[config.mk]
export PLATFORM = sky130hd
export DESIGN_NAME = bfp_scaler
export DESIGN_NICKNAME = d
export VERILOG_FILES = /design/src/rtl/bfp_scaler.sv
export SDC_FILE = /design/constraint.sdc
export NUM_CORES = 1
export LEC_CHECK = 0
export BUFFER_PORTS_ARGS = -buffer_cell sky130_fd_sc_hd__buf_2
export CORE_MARGIN = 10
export CORE_UTILIZATION = 30
export CTS_BUF_LIST = sky130_fd_sc_hd__clkbuf_8
export DETAILED_ROUTE_END_ITERATION = 16
export GPL_ROUTABILITY_DRIVEN = 0
export MAX_ROUTING_LAYER = met4
export SYNTH_ARGS = -nofsm -noshare
export SYNTH_HDL_FRONTEND = slang
export SYNTH_SLANG_ARGS = --single-unit
export TNS_END_PERCENT = 1
[constraint.sdc]
create_clock -name clock -period 2.8 [get_ports clock]
set_input_delay 0.56 -clock clock [delete_from_list [all_inputs] [get_ports clock]]
set_output_delay 0.56 -clock clock [all_outputs]
set_load 0.02 [all_outputs]
[src/rtl/bfp_scaler.sv]
`default_nettype none
//==============================================================================
// Module      : bfp_scaler
// Description : Block-floating-point pre-scaler for an FFT butterfly stage.
//               Measures per-frame headroom, shifts the next frame right by
//               0/1/2 bits and accumulates a saturating block exponent.
//               Optional feature macro: BFP_ROUND_EN (round half-up instead
//               of truncation).
// Revision    : 1.0 - initial release
//==============================================================================

`ifndef DATA_WIDTH
`define DATA_WIDTH 16
`endif

module bfp_scaler #(
    parameter int DATA_WIDTH = `DATA_WIDTH,
    parameter int FRAME_LEN  = 64,
    parameter int EXP_WIDTH  = 5
) (
    input  logic                  clock,
    input  logic                  reset,
    input  logic                  exp_clear,
    input  logic                  in_valid,
    output logic                  in_ready,
    input  logic [DATA_WIDTH-1:0] in_re,
    input  logic [DATA_WIDTH-1:0] in_im,
    input  logic                  in_last,
    output logic                  out_valid,
    input  logic                  out_ready,
    output logic [DATA_WIDTH-1:0] out_re,
    output logic [DATA_WIDTH-1:0] out_im,
    output logic                  out_last,
    output logic [EXP_WIDTH-1:0]  out_exp,
    output logic                  frame_err
);

    localparam int                   c_cnt_w    = (FRAME_LEN > 1) ? $clog2(FRAME_LEN) : 1;
    localparam logic [c_cnt_w-1:0]   c_last_idx = c_cnt_w'(FRAME_LEN - 1);
    localparam logic [EXP_WIDTH-1:0] c_exp_max  = '1;

    logic [1:0]            r_shift;
    logic                  r_g1;
    logic                  r_g2;
    logic [EXP_WIDTH-1:0]  r_exp_acc;
    logic [c_cnt_w-1:0]    r_cnt;
    logic                  r_frame_err;
    logic                  r_out_valid;
    logic [DATA_WIDTH-1:0] r_out_re;
    logic [DATA_WIDTH-1:0] r_out_im;
    logic                  r_out_last;
    logic [EXP_WIDTH-1:0]  r_out_exp;

    logic                  w_accept;
    logic                  w_g1_all;
    logic                  w_g2_all;
    logic [1:0]            w_shift_next;
    logic [EXP_WIDTH:0]    w_exp_sum;
    logic [EXP_WIDTH-1:0]  w_exp_next;
    logic                  w_cnt_at_last;

    // Arithmetic right shift at DATA_WIDTH+1 bits; the extra bit absorbs the rounding carry.
    function automatic logic [DATA_WIDTH-1:0] f_scale(input logic [DATA_WIDTH-1:0] x,
                                                      input logic [1:0] sh);
        logic signed [DATA_WIDTH:0] v;
        v = $signed({x[DATA_WIDTH-1], x});
`ifdef BFP_ROUND_EN
        case (sh)
            2'd1:    v = v + $signed((DATA_WIDTH+1)'(1));
            2'd2:    v = v + $signed((DATA_WIDTH+1)'(2));
            default: v = v;
        endcase
`endif
        v = v >>> sh;
        return v[DATA_WIDTH-1:0];
    endfunction

    function automatic logic f_g1(input logic [DATA_WIDTH-1:0] x);
        return x[DATA_WIDTH-1] ^ x[DATA_WIDTH-2];
    endfunction

    function automatic logic f_g2(input logic [DATA_WIDTH-1:0] x);
        return (x[DATA_WIDTH-1:DATA_WIDTH-3] != 3'b000) && (x[DATA_WIDTH-1:DATA_WIDTH-3] != 3'b111);
    endfunction

    assign in_ready  = out_ready || !r_out_valid;
    assign w_accept  = in_valid && in_ready;

    assign w_g1_all  = r_g1 | f_g1(in_re) | f_g1(in_im);
    assign w_g2_all  = r_g2 | f_g2(in_re) | f_g2(in_im);
    assign w_shift_next = w_g1_all ? 2'd2 : (w_g2_all ? 2'd1 : 2'd0);

    assign w_exp_sum     = {1'b0, r_exp_acc} + (EXP_WIDTH+1)'(r_shift);
    assign w_exp_next    = w_exp_sum[EXP_WIDTH] ? c_exp_max : w_exp_sum[EXP_WIDTH-1:0];
    assign w_cnt_at_last = (r_cnt == c_last_idx);

    // Frame bookkeeping; exp_clear wins over a coincident frame end.
    always_ff @(posedge clock or posedge reset) begin
        if (reset) begin
            r_shift     <= 2'd0;
            r_g1        <= 1'b0;
            r_g2        <= 1'b0;
            r_exp_acc   <= '0;
            r_cnt       <= '0;
            r_frame_err <= 1'b0;
        end else begin
            if (exp_clear) begin
                r_shift   <= 2'd0;
                r_g1      <= 1'b0;
                r_g2      <= 1'b0;
                r_exp_acc <= '0;
                r_cnt     <= '0;
            end else if (w_accept) begin
                if (in_last) begin
                    r_shift   <= w_shift_next;
                    r_g1      <= 1'b0;
                    r_g2      <= 1'b0;
                    r_exp_acc <= w_exp_next;
                    r_cnt     <= '0;
                end else begin
                    r_g1      <= w_g1_all;
                    r_g2      <= w_g2_all;
                    r_cnt     <= w_cnt_at_last ? '0 : r_cnt + 1'b1;
                end
            end
            if (w_accept && (in_last != w_cnt_at_last)) begin
                r_frame_err <= 1'b1;
            end
        end
    end

    // Single output register; the beat carrying in_last still uses the old shift.
    always_ff @(posedge clock or posedge reset) begin
        if (reset) begin
            r_out_valid <= 1'b0;
            r_out_re    <= '0;
            r_out_im    <= '0;
            r_out_last  <= 1'b0;
            r_out_exp   <= '0;
        end else if (w_accept) begin
            r_out_valid <= 1'b1;
            r_out_re    <= f_scale(in_re, r_shift);
            r_out_im    <= f_scale(in_im, r_shift);
            r_out_last  <= in_last;
            r_out_exp   <= in_last ? w_exp_next : r_exp_acc;
        end else if (out_ready) begin
            r_out_valid <= 1'b0;
        end
    end

    assign out_valid = r_out_valid;
    assign out_re    = r_out_re;
    assign out_im    = r_out_im;
    assign out_last  = r_out_last;
    assign out_exp   = r_out_exp;
    assign frame_err = r_frame_err;

endmodule

`default_nettype wire
# --- Yosys cells after proc, flatten, opt, wreduce, memory -nomap -nowiden ---
# Index checks and enable logic that the tools add are counted.
# W data, S select, Z words.
classes:
  n_shift: 2
  n_addsub: 2
  n_eq_ne: 4
  reduce_logical: 12
  mux: 21
  bitwise: 6
ops:
  columns: ["operator", "count"]
  rows:
  - ["$sshr A16 B2 Y16", 2]
  - ["$mux W6", 4]
  - ["$mux W5", 4]
  - ["$mux W1", 9]
  - ["$mux W2", 4]
  - ["$add A5 B2 Y6", 1]
  - ["$add A6 B1 Y6 const B", 1]
  - ["$eq A6 B6 Y1 const B", 1]
  - ["$ne A3 B3 Y1 const B", 2]
  - ["$reduce_bool A2 Y1", 3]
  - ["$reduce_bool A3 Y1", 2]
  - ["$logic_and A1 B1 Y1", 4]
  - ["$or A1 B1 Y1", 4]
  - ["$reduce_and A2 Y1", 1]
  - ["$xor A1 B1 Y1", 2]
  - ["$logic_not A1 Y1", 1]
  - ["$logic_or A1 B1 Y1", 1]
  - ["$ne A1 B1 Y1", 1]
word_totals:
  ff_bits: 55
  output_inout_bits: 41
  inputBits: 38

# --- Logic depth before layout (Yosys ltp) ---
# Gate-level depths: netlist of the first run.
logic_depth:
  depth_word: 9
  depth_mapped: 7
  depth_no_buf: 6

# --- Worst setup path after synthesis of the first run ---
# OpenSTA, ideal clock, no wires.
synth_path:
  path_type: "flip-flop to flip-flop"
  startpoint: "reg r_shift[1]"
  endpoint: "reg r_exp_acc[2]"
  t_required_ps: 2669
  t_arrival_ps: 1470
  path_stages_with_launch: 6
  period_less_slack_ps: 1601
  slack_ps: 1199
  n_path_buf: 0
  setup_ps: 131
  path_cell_list: "dfrtp_1 -> ha_1 -> a21oi_1 -> nor3_2 -> a211oi_1 -> nor3_1"
synth_between:
  elab_chain_len: 5
synth_rtl:
  columns: ["element", "line_no", "text"]
  rows:
  - ["start, declared", "42", "logic [1:0] r_shift;"]
  - ["start signal, assigned", "115", "r_shift <= w_shift_next;"]
  - ["$add A5 B2 Y6", "93", "assign w_exp_sum = {1'b0, r_exp_acc} + (EXP_WIDTH+1)'(r_shift);"]
  - ["$mux W5", "94", "assign w_exp_next = w_exp_sum[EXP_WIDTH] ? c_exp_max : w_exp_sum[EXP_WIDTH-1:0];"]
  - ["$mux W5", "114", "if (in_last) begin"]
  - ["$mux W5", "113", "end else if (w_accept) begin"]
  - ["$mux W5", "107", "if (exp_clear) begin"]
  - ["end signal, assigned", "118", "r_exp_acc <= w_exp_next;"]
  - ["end, declared", "45", "logic [EXP_WIDTH-1:0] r_exp_acc;"]
# Every way passes these cells. The select of a mux whose other input is x is not followed.
# A chain may end at the register's enable or synchronous reset.

# --- Worst setup path in the final report of the first run ---
layout_path:
  startpoint: "reg r_shift[0]"
  endpoint: "reg r_out_exp[2], in the netlist out_exp[2]"
layout_between:
  elab_chain_len: 3
layout_rtl:
  columns: ["element", "line_no", "text"]
  rows:
  - ["$add A5 B2 Y6", "93", null]
  - ["$mux W5", "94", null]
  - ["$mux W5", null, null]
  - ["end signal, assigned", "145", "r_out_exp <= in_last ? w_exp_next : r_exp_acc;"]
  - ["end, declared", "52", "logic [EXP_WIDTH-1:0] r_out_exp;"]
# Every way passes these cells.

==> results of run 1 <==
[layer usage]
layer	wire length [microns]	up-vias	GRT usage, %
li1	-	1243	-
met1	3786	1248	14.67
met2	4063	80	18.81
met3	669	2	3.145
met4	9	0	1.341
met5	0	-	-
[placed cells by master (no fill, tap or decap), types with 7 or more instances in the layout]
cell type / synthesis / routed
o21ai_0: 16 / 16
dfrtp_1: 55 / 54
buf_2: 9 / 78
nand3_1: 10 / 10
nand2_1: 86 / 86
a211oi_1: 9 / 9
a21oi_1: 19 / 19
mux2i_1: 15 / 15
mux2_2: 7 / 7
nor2_1: 16 / 16
buf_4: 5 / 7
clkbuf_8: 0 / 7
mux4_2: 14 / 14
[metrics by stage]
step                      worst slack, ps  hold WS [ps]  cells  power [mW]
after floorplan                     897.1         497.9    314       1.280
after global placement               1032         441.6    515       1.481
after detailed placement             1019         441.9    515       1.490
after CTS                            1004         352.5    523       1.972
after global routing                865.2         381.3    524       2.055
final                                1013         337.9    524       1.934
[state kept, by name (all words and copies together), names as in the netlist]
signal,count
frame_err,1
out_exp,5
out_im,16
out_last,1
out_re,16
out_valid,1
r_cnt,6
r_exp_acc,5
r_g1,1
r_g2,1
r_shift,2
[worst paths after layout]
path                       slack, ps  cells past startpoint                endpoint                    from
min in group clock               460                      1   frame_err$_DFFE_PP0P_   frame_err$_DFFE_PP0P_
max reg2reg                     1010                      6  out_exp[2]$_DFFE_PP0P_  r_shift[0]$_DFFE_PP0P_
max in group asynchronous       1870                      3  out_exp[0]$_DFFE_PP0P_                   reset
min reg2reg                      460                      1   frame_err$_DFFE_PP0P_   frame_err$_DFFE_PP0P_
min                              340                      2  out_re[10]$_DFFE_PP0P_                   reset
max                             1010                      6  out_exp[2]$_DFFE_PP0P_  r_shift[0]$_DFFE_PP0P_
[worst max-delay path: cells and delay by family (launching register included)]
| kind | cells | cell delay, ps |
|---|---|---|
| adder cells (fa/ha/maj) | 2 | 650 |
| AND/OR/NAND/NOR | 2 | 200 |
| flip-flops | 1 | 420 |
| AO/OA/AOI/OAI | 1 | 330 |
| XOR/XNOR | 1 | 70 |
[cell families after synthesis]
group           share of synthesized area, %
mux                                    19.23
compound gates                         9.513
buf+inv                                4.595
simple gates                           19.35
fa+ha+maj                              1.854
xor+xnor                               1.129
flops                                  44.34
[area by class of cell]
type | instances | share of cell area (%)
Tap cell | 136 | 4.578
Clock inverter | 1 | 0.1010
Antenna cell | 1 | 0.06732
Timing Repair Buffer | 86 | 12.45
Sequential cell | 55 | 37.06
Multi-Input combinational cell | 233 | 42.65
Inverter | 5 | 0.5049
Clock buffer | 7 | 2.592
[where the power goes]
part / switching [mW] / internal, mW / total [mW]
sequential: 0.0539 / 0.885 / 0.939
clock: 0.250 / 0.223 / 0.473
combinational: 0.329 / 0.192 / 0.521
total: 0.633 / 1.30 / 1.93
==> flow_summary.toml, run 1 <==
[logic_synthesis]
synth.area.top_cells = "dfrtp_1 44%, nand2_1 10%, mux4_2 10%, mux2i_1 4.8%, a21oi_1 3.1%"
synthFlopType = "dfrtp_1"
synth_seq_cells = 55
post_synth.cell_area_avg_sq_um = 9.886
yosysSeqAreaShare_pct = 44.34
synth.distinct_cells = 39
async_flop_share_pct = 100.0
netlist_top_cells_count = "86 x nand2_1, 55 x dfrtp_1, 19 x a21oi_1"
synth_top_area_share_pct = 44.34
synthCells = 314
synth_top_area_cell = "dfrtp_1"
yosysMostFrequentCell = "nand2_1"
ys_warn_count = 0
synth_area_sq_um = 3104
synth_fp_nets = 356
synth_edf_count = 0

[sta]
min_period_ps = 1787
setup_viol = 0
hold_violations = 0
finalSetupTns_ps = 0
worst_pin_slew_ps = 653.6
fin_crit_sh_pct = 63.83
slew_viol_final = 0
final.setup_skew_ps = 8.718
fmax_ghz = 0.5595
rsz0062_at_grt = "false"
slew_headroom_pct = 56.37

[floorplan]
die_h_microns = 121.7
die_area_sq_um = 14820
start_util_pct = 30.48
num_rows = 37
core_sq_um = 10180
die_x_microns = 121.7
io_pins = 79

[finish]
fillers = 1064
final_util_pct = 36.50
regArea_sq_um = 1378
areaGrowthSynthToFinish_pct = 19.75
drive_gt1_share_pct = 30.49
finalInstanceArea_sq_um = 3717
multi_input_area_sq_um = 1585
final_net_count = 428

[clock_network]
clk-insertion-delay-late_ps = 300
htreeDepth = 2
cts_made_buffers = 5
ctsHoldBuffers = 0
clockBufferDepth = 2
cts-root-buf = "clkbuf_8"
clock-sinks = 55
cts_tree = "done"
cts.clk_slew.worst_paths_ps = 100
ctsResizeCount = 0
cts_setup_buffers = 0

[worst_setup_path]
crit_chain = "ha_1 -> fa_1 -> nand2_1 -> xnor2_1 -> a211oi_1 -> nor2_1"
worst_path_max_delay_cell = "dfrtp_2"
crit_type = "flip-flop to flip-flop"
crit_path_max_incr_delay_ps = 420
critPathLaunchType = "flip-flop"
required_ps = 2980
crit_fanout = 3
arrival_ps = 1970
cp-end-kind = "flip-flop"

[flow_run]
timing.max_cap.violations = 0

[power_and_ir_drop]
p_per_area_nw_per_um2 = 520.1
ir_worst_vdd_mv = 0.1899
power.static_leakage_nw = 1.699

[hold_path]
hold_class = "input pin to asynchronous set/reset pin"

[route]
wl_per_cell_microns = 16.28
ant_nets = 0
via_per_inst = 4.910
route.final.wire_length_microns = 8529
vias = 2573
drt_iter0_drc = 197
drcViolationCount = 0
first_pass_iters = 4

[placed_design]
port_buffers = 78
place_area_sq_um = 3615
hpwl_microns = 6542

[global_routing]
grt_use_total_pct = 11.62
grt_max_degree = 41
grt_antenna_before_repair = 1
grt_pass1_wl_microns = 13590
overflow = 0
grt_pass1_vias = 2586

[run_status]
status = "completed"
No activity file was read; power rests on OpenSTA's default activity.
==> inputs of run 2 (changes only) <==
--- a/config.mk
+++ b/config.mk
@@ -5,6 +5,7 @@
 export SDC_FILE = /design/constraint.sdc
 export NUM_CORES = 1
 export LEC_CHECK = 0
+export ABC_AREA = 1
 export BUFFER_PORTS_ARGS = -buffer_cell sky130_fd_sc_hd__buf_2
 export CORE_MARGIN = 10
 export CORE_UTILIZATION = 30
==> constraint.sdc (replaced) <==
create_clock -name clock -period 1.45 [get_ports clock]
set_input_delay 0.29 -clock clock [delete_from_list [all_inputs] [get_ports clock]]
set_output_delay 0.29 -clock clock [all_outputs]
set_load 0.02 [all_outputs]
==> run 2 against run 1 <==
Net effect:
- register-to-register slack got worse by 1100 ps
- utilization up 2.1 points
- sequential power is 97% higher
- flip-flop and latch count did not move
- clock skew hardly changed
- synthesized cell count rose by 34%
- die area is 3.0% lower
- the flow now finishes with violations (negative setup slack)
- clock-buffer cell count is 2 lower
- total power rose by 93%
==> flow_summary.toml, run 2 <==
[sta]
min_period_ps = 1515
hold_slack_ps = 42.27
fmax_ghz = 0.6599
setup_viol = 5
worst_pin_slew_ps = 332.4
final.setup_skew_ps = 9.058
finalSetupTns_ps = -139.6
slew_viol_final = 0
rsz0062_at_grt = "true"
fin_crit_sh_pct = 104.5
fin_ws_ps = -65.45
hold_violations = 0
slew_headroom_pct = 77.60

[route]
via_per_inst = 4.680
wl_per_cell_microns = 13.44
drcViolationCount = 0
route.final.wire_length_microns = 8604
ant_nets = 0
first_pass_iters = 4
drt_iter0_drc = 170
vias = 2995

[logic_synthesis]
synthFlopType = "dfrtp_1"
synth.distinct_cells = 20
synth_area_sq_um = 2994
synth.area.top_cells = "dfrtp_1 46%, nand2_1 17%, o21ai_0 8.7%, nor2_1 5.6%, o21ai_1 5.3%"
netlist_top_cells_count = "137 x nand2_1, 55 x dfrtp_1, 52 x o21ai_0"
yosysMostFrequentCell = "nand2_1"
synth_top_area_cell = "dfrtp_1"
yosysSeqAreaShare_pct = 45.97
synth_edf_count = 0
ys_warn_count = 0
post_synth.cell_area_avg_sq_um = 7.095
synth_fp_nets = 464
synth_top_area_share_pct = 45.97
synth_seq_cells = 55
async_flop_share_pct = 100.0
synthCells = 422

[floorplan]
io_pins = 79
start_util_pct = 30.77
die_area_sq_um = 14380
num_rows = 36
core_sq_um = 9729
die_x_microns = 119.9
die_h_microns = 119.9

[clock_network]
cts-root-buf = "clkbuf_8"
cts_tree = "done"
cts.clk_slew.worst_paths_ps = 100
clk-insertion-delay-late_ps = 310
clockBufferDepth = 2
clock-sinks = 55
htreeDepth = 2
cts_made_buffers = 5

[global_routing]
grt_pass1_wl_microns = 14060
overflow = 0
grt_pass1_vias = 2935
grt_max_degree = 56
grt_antenna_before_repair = 0
grt_use_total_pct = 11.99

[worst_setup_path]
crit_type = "flip-flop to flip-flop"
worst-path-buf-inv = 0
critPathLaunchType = "flip-flop"
crit_fanout = 2
rrSetupSlack_ps = -70
worst_path_max_delay_cell = "fa_2"
arrival_ps = 1750
required_ps = 1690
critical_path.top_delay_family = "adder cells"
crit_chain = "ha_2 -> fa_2 -> o21ai_2 -> nand2_1 -> nand2_2 -> a21oi_2"
crit_path_max_incr_delay_ps = 530
cp-end-kind = "flip-flop"

[power_and_ir_drop]
p_per_area_nw_per_um2 = 994.5
ir_worst_vdd_mv = 0.3510
power.static_leakage_nw = 1.968
total_power_mw = 3.734

[hold_path]
hold_class = "input pin to asynchronous set/reset pin"

[finish]
final_cell_mix = "135 x nand2_1, 78 x buf_2, 55 x dfrtp_1, 50 x o21ai_0, 45 x nor2_1"
diodes = 0
layout_commonest_cell = "nand2_1"
final_util_pct = 38.59
areaGrowthSynthToFinish_pct = 25.41
final_net_count = 548
drive_gt1_share_pct = 23.47

[flow_run]
timing.max_cap.violations = 0

[placed_design]
hpwl_microns = 6558
dp_slack_ps = -91.99
port_buffers = 78

[run_status]
violations = "negative setup slack"
status = "complete, but fails checks"
## run 2: cell types whose count changed in the layout (fill, tap and decap cells not counted), sizes merged, moves of 15 or more
cell,before,now
mux4,16,0
nand2,86,140
inv,6,37
mux2i,15,0
o21ai,16,84
nor2,16,45
## run 2: through the flow
stage,cells,instance area [sq um]
after global placement,631,3627
final,640,3755
after global routing,640,3755
after floorplan,422,2998
after detailed placement,631,3627
after CTS,639,3716
## run 2: area by class of cell
| class | count | area, sq um |
|---|---|---|
| Inverter | 36 | 138.9 |
| Clock inverter | 3 | 12.51 |
| Multi-Input combinational cell | 311 | 1410 |
| Fill cell | 1049 | 5974 |
| Tap cell | 133 | 166.4 |
| Sequential cell | 55 | 1376 |
| Timing Repair Buffer | 97 | 581.8 |
| Clock buffer | 5 | 68.82 |
## run 2: per-layer routing
metal  GRT usage (%)  wire (microns)  vias up
met4           3.997             176        0
li1                -               -     1513
met1           14.55            3910     1381
met5               -               0        -
met3           3.422             556       17
met2           18.81            3962       84
## run 2: repair_timing
action | CTS | global route
pin swaps | 2 | 1
resized for setup | 4 | 9
endpoints found under the setup margin | 14 | 30
setup buffers | 0 | 1
hold buffers | 0 | 0
## run 2: report_power, final
part / internal [mW] / leakage, nW / total [mW] / switching (mW)
Sequential: 1.73 / 0.693 / 1.85 / 0.119
Clock: 0.327 / 0.0505 / 0.824 / 0.497
Combinational: 0.376 / 1.22 / 1.06 / 0.687
## run 2: cells by family (layout without fill, tap and decap cells)
family | after synthesis | in the layout | synth area share, %
flip-flops | 55 | 55 | 45.97
AO/OA/AOI/OAI | 101 | 101 | 17.09
AND/OR/NAND/NOR | 206 | 206 | 27.16
buffers and inverters | 56 | 141 | 7.856
adder cells (fa/ha/maj) | 4 | 4 | 1.922
## run 2: path summary, 6_finish.rpt
path / from / end / cells after the start
setup / recovery: r_shift[0]$_DFFE_PP0P_ / r_exp_acc[1]$_DFFE_PP0P_ / 6
hold / removal: reset / out_re[5]$_DFFE_PP0P_ / 3
setup reg to reg: r_shift[0]$_DFFE_PP0P_ / r_exp_acc[1]$_DFFE_PP0P_ / 6
hold reg to reg: out_last$_DFFE_PP0P_ / out_last$_DFFE_PP0P_ / 2
max in group asynchronous: reset / r_shift[1]$_DFFE_PP0P_ / 3
min in group clock: exp_clear / r_exp_acc[1]$_DFFE_PP0P_ / 2
## run 2: worst register-to-register path, stage by stage (launching register included)
cell and delay [ps]:
dfrtp_1 430, ha_2 210, fa_2 530, o21ai_2 50, nand2_1 70, nand2_2 60, a21oi_2 110
